$ cat src/rtl/inst_fetch_queue.sv
// rtl/inst_fetch_queue.sv - first-word-fall-through instruction buffer between fetch and dispatch
// Circular buffer of {instruction, PC} pairs with single-cycle flush, almost-full stall and sticky overflow.
module inst_fetch_queue #(
  parameter int                    DATA_WIDTH    = 32,
  parameter int                    ADDRESS_WIDTH = 32,
  parameter int                    DEPTH         = 8,
  parameter int                    AFULL_THRESH  = 6,
  parameter logic [DATA_WIDTH-1:0] NOP_WORD      = 'h00000013
) (
  input  logic                       clk_i,
  input  logic                       reset_i,
  input  logic                       wr_en_i,
  input  logic [DATA_WIDTH-1:0]      wr_instruction_i,
  input  logic [ADDRESS_WIDTH-1:0]   wr_pc_i,
  input  logic                       flush_i,
  input  logic                       rd_en_i,
  output logic                       rd_valid_o,
  output logic [DATA_WIDTH-1:0]      rd_instruction_o,
  output logic [ADDRESS_WIDTH-1:0]   rd_pc_o,
  output logic                       full_o,
  output logic                       almost_full_o,
  output logic                       empty_o,
  output logic [$clog2(DEPTH):0]     count_o,
  output logic                       overflow_o
);

  localparam int PTR_W = $clog2(DEPTH);
  localparam int CNT_W = PTR_W + 1;

  logic [DATA_WIDTH-1:0]    instr_mem [DEPTH];
  logic [ADDRESS_WIDTH-1:0] pc_mem    [DEPTH];

  logic [PTR_W-1:0] wr_ptr_q, wr_ptr_d;
  logic [PTR_W-1:0] rd_ptr_q, rd_ptr_d;
  logic [CNT_W-1:0] count_q, count_d;
  logic             overflow_q, overflow_d;

  logic write_ok;
  logic read_ok;

  // Flags come from the registered count only, so full is judged before any same-cycle read.
  assign full_o        = (count_q == CNT_W'(DEPTH));
  assign empty_o       = (count_q == '0);
  assign almost_full_o = (count_q >= CNT_W'(AFULL_THRESH));
  assign rd_valid_o    = !empty_o;
  assign count_o       = count_q;
  assign overflow_o    = overflow_q;

  assign write_ok = wr_en_i && !full_o  && !flush_i;
  assign read_ok  = rd_en_i && !empty_o && !flush_i;

  always_comb begin
    wr_ptr_d   = wr_ptr_q;
    rd_ptr_d   = rd_ptr_q;
    count_d    = count_q;
    overflow_d = overflow_q;

    if (flush_i) begin
      wr_ptr_d = '0;
      rd_ptr_d = '0;
      count_d  = '0;
    end else begin
      if (write_ok) begin
        wr_ptr_d = wr_ptr_q + 1'b1;
      end
      if (read_ok) begin
        rd_ptr_d = rd_ptr_q + 1'b1;
      end
      case ({write_ok, read_ok})
        2'b10:   count_d = count_q + 1'b1;
        2'b01:   count_d = count_q - 1'b1;
        default: count_d = count_q;
      endcase
      if (wr_en_i && full_o) begin
        overflow_d = 1'b1;
      end
    end
  end

  always_ff @(posedge clk_i) begin
    if (reset_i) begin
      wr_ptr_q   <= '0;
      rd_ptr_q   <= '0;
      count_q    <= '0;
      overflow_q <= 1'b0;
    end else begin
      wr_ptr_q   <= wr_ptr_d;
      rd_ptr_q   <= rd_ptr_d;
      count_q    <= count_d;
      overflow_q <= overflow_d;
    end
  end

  // Storage needs no reset; the empty mux below hides stale contents.
  always_ff @(posedge clk_i) begin
    if (!reset_i && write_ok) begin
      instr_mem[wr_ptr_q] <= wr_instruction_i;
      pc_mem[wr_ptr_q]    <= wr_pc_i;
    end
  end

  assign rd_instruction_o = empty_o ? NOP_WORD : instr_mem[rd_ptr_q];
  assign rd_pc_o          = empty_o ? '0       : pc_mem[rd_ptr_q];

endmodule

$ cat config.mk
export PLATFORM = sky130hd
export DESIGN_NAME = inst_fetch_queue
export DESIGN_NICKNAME = d
export VERILOG_FILES = /design/src/rtl/inst_fetch_queue.sv
export SDC_FILE = /design/constraint.sdc
export NUM_CORES = 1
export LEC_CHECK = 0
export CAP_MARGIN = 20
export CORE_MARGIN = 2
export CORE_UTILIZATION = 50
export CTS_CLUSTER_SIZE = 16
export DETAILED_ROUTE_END_ITERATION = 6
export PLACE_DENSITY_LB_ADDON = 0.05
export SLEW_MARGIN = 20
export SYNTH_ARGS = -nofsm -noshare
export SYNTH_HDL_FRONTEND = slang
export SYNTH_SLANG_ARGS = --single-unit
$ cat constraint.sdc
create_clock -name clk_i -period 11.9 [get_ports clk_i]
set_input_delay 2.38 -clock clk_i [delete_from_list [all_inputs] [get_ports clk_i]]
set_output_delay 2.38 -clock clk_i [all_outputs]
set_load 0.02 [all_outputs]
==> impl_metrics.csv <==
group,metric,value,unit
timing,finClkSkew,17.5,ps
logic_synthesis,synth-edff-count,512,
finish,drive_gt1_share,21.6,%
logic_synthesis,synth_area_per_cell,22.5,sq um
cts,cts_resized,0,
timing,finalCritPeriodShare,53.4,%
critical_path,critPathCapture,"rd_instruction_o[7]",
placed_design,port_buffers,141,
finish,nNetsFinal,1135,
critical_path,end_kind,"primary output",
floorplan,start_util,50.8,%
critical_path,r2r_cells,4,
critical_path,worstSetupPathType,"reg -> out",
logic_synthesis,syn_inst,897,
placed_design,place_congestion,0.695,
critical_path,worstPathMaxFanout,65,
logic_synthesis,synthesis.area,20200,sq um
critical_path,worstPathRequired,9520,ps
grt,grt_pass1_vias,9616,
cts,cts_sinks,526,
timing,worst_pin_slew,1010,ps
floorplan,fp-row-count,73,
routing,drt_iter0_markers,639,
placed_design,place_area,22100,sq um
routing,drt_first_pass_iters,5,
cts,cts_tree,"done",
routing,routed_wire_length_per_instance,24.2,microns
timing,rsz0062_at_grt,"no",
finish,layout_commonest_cell,"edfxtp_1",
timing,slew_violations,0,
timing,timing.fmax,157,MHz
critical_path,critical_path_buf_inv_count,2,
finish,register_area,15700,sq um
pwr,p_leak,7.17,nW
routing,routed_wirelength,39400,microns
routing,vias,9199,
grt,antenna_found_initial,2,
logic_synthesis,synth-seq-area-share,77.4,%
timing,setup_violations,0,
logic_synthesis,synth_cell_types,38,
critical_path,cp-start-kind,"flop",
logic_synthesis,synth_fp_nets,971,
logic_synthesis,ys_ff_latch,526,
grt,grt_pass1_wl,59300,microns
logic_synthesis,synthArstFlopShare,0,%
pwr,powerDensity,156,nW/um^2
finish,layout_common_cells,"edfxtp_1, clkdlybuf4s50_1, mux4_2",
logic_synthesis,synthFlopType,"edfxtp_1",
critical_path,crit_slowest_cell,"dfxtp_4",
cts,cts_hold_buffers,0,
timing,fin_tns_setup,0,ps
floorplan,die_w,205,microns
cts,ctsLongestPathBuffers,3,
pwr,ir_drop,120,uV
finish,n_fill_cell,2951,
cts,insertion_delay,590,ps
placed_design,dp_hpwl,19800,microns
floorplan,design.die.area,42100,sq um
finish,final_cell_area,23800,sq um
grt,grt_use_total,19.3,%
grt,grt-ovfl-total,0,
run_status,status,"finished, final reports clean",
cts,path_clk_slew,60,ps
routing,post-route-drc-count,0,
worst_hold_path,min_path_type,"reg -> reg",
critical_path,path_cells,"buf_4 > mux4_2 > mux2i_1 > nor2_1 > clkdlybuf4s50_1",
grt,grt_max_degree,95,
timing,relSlewSlack,32.7,%
routing,viasPerCell,5.65,
routing,ant_nets,0,
finish,area_growth,17.5,%
critical_path,worstReg2RegStart,"count_o[1]$_SDFFE_PP0P_",
logic_synthesis,yosysWarnings,0,
critical_path,cp_top_family,"buffers and inverters",
critical_path,critical_path_arrival,3970,ps
floorplan,die-height,205,microns
finish,multi_input_area,4270,sq um
floorplan,io_pins,142,
cts,htree_levels,2,
floorplan,core,39800,sq um
critical_path,r2r-end,"pc_mem[6][8]$_DFFE_PP_",
timing,hold_viol_final,0,
critical_path,reg2reg_slack,8900,ps
cts,clock-root-buffer,"clkbuf_16",
timing,min_period,6350,ps
critical_path,cp.depth,5,
flow_run,cap_viol_max_count,0,
cts,numCtsBuffers,52,
cts,post_cts_buffers,0,
critical_path,max_stage_delay,980,ps
[worst min-delay path: stages, from the launching register on]
cell and delay, ps:
dfxtp_1 330, a21oi_1 40, nor2_1 70
[kinds of logic (layout without fill, tap and decap cells)]
group                      count (synthesis)  count (layout)  synth area share [%]
AOI/OAI and AO/OA                         10              10                 0.291
xor gates and xnor gates                   7               7                 0.340
adders and majority gates                  5               5                 0.309
buffers and inverters                     47             252                  1.72
DFF                                      526             526                  77.4
muxes                                    193             193                  17.5
other                                      0               1                     0
and+or+nand+nor                          109             109                  2.46
[worst min-delay path by stage]
stage	startpoint	to	slack (ps)	cells after the start
after global placement	overflow_o$_SDFFE_PP0P_	overflow_o$_SDFFE_PP0P_	460	2
final	overflow_o$_SDFFE_PP0P_	overflow_o$_SDFFE_PP0P_	470	2
after detailed placement	overflow_o$_SDFFE_PP0P_	overflow_o$_SDFFE_PP0P_	460	2
after global routing	rd_ptr_q[1]$_SDFFE_PP0P_	flop	520	2
after floorplan	rd_ptr_q[1]$_SDFFE_PP0P_	flop	460	2
after CTS	overflow_o$_SDFFE_PP0P_	overflow_o$_SDFFE_PP0P_	490	2
[where the power goes]
group          switching (mW)  internal [mW]
clock                   0.661          0.904
sequential            0.00346           2.04
combinational          0.0602         0.0502
total                   0.725           2.99
[state kept, by name, summed over array words and instances, names as in the netlist, named ones only]
| register | count |
|---|---|
| instr_mem | 256 |
| pc_mem | 256 |
| overflow_o | 1 |
| count_o | 4 |
| wr_ptr_q | 3 |
| rd_ptr_q | 3 |
[final cells by class]
cell class	instances	share of cell area, %
Timing Repair Buffer	155	6.43
Clock buffer	62	5.76
Antenna cell	1	0.0105
Multi-Input combinational cell	324	18.0
Tap cell	525	2.76
Inverter	2	0.0526
Sequential cell	526	65.9
Clock inverter	33	1.09
[routing by layer]
layer  GRT usage, %  up-vias  share of wire, %
met3           3.71       54               4.4
met4           5.32        2               1.8
li1               -     4044                 -
met1           26.8     4911                44
met5              0        -             0.025
met2           31.5      188                50
[synthesized netlist by cell type (2+ instances only)]
| library cell | number | area (sq um) |
|---|---|---|
| a21oi_1 | 5 | 25.0 |
| buf_6 | 16 | 180 |
| nand2_1 | 8 | 30.0 |
| buf_2 | 19 | 95.1 |
| clkbuf_1 | 4 | 15.0 |
| edfxtp_1 | 512 | 15400 |
| nor2_1 | 77 | 289 |
| xor2_1 | 6 | 52.6 |
| buf_4 | 6 | 45.0 |
| and3_1 | 2 | 12.5 |
| nand2_4 | 2 | 22.5 |
| mux4_2 | 128 | 2880 |
| nand2b_1 | 2 | 12.5 |
| nand3_1 | 5 | 25.0 |
| mux2i_1 | 65 | 651 |
| ha_1 | 5 | 62.6 |
| dfxtp_1 | 14 | 280 |
[per-stage QoR]
stage	utilization (%)	power [mW]	setup slack, ps	instances	hold WS [ps]
floorplan	-	2.13	1790	897	459
global placement	55.6	2.19	6110	1532	461
detailed placement	55.6	2.19	6110	1532	463
CTS	59.7	3.76	5480	1627	487
global route	59.7	3.84	5350	1627	515
finish	59.7	3.72	5550	1628	473
(Power assumes the default switching activity.)
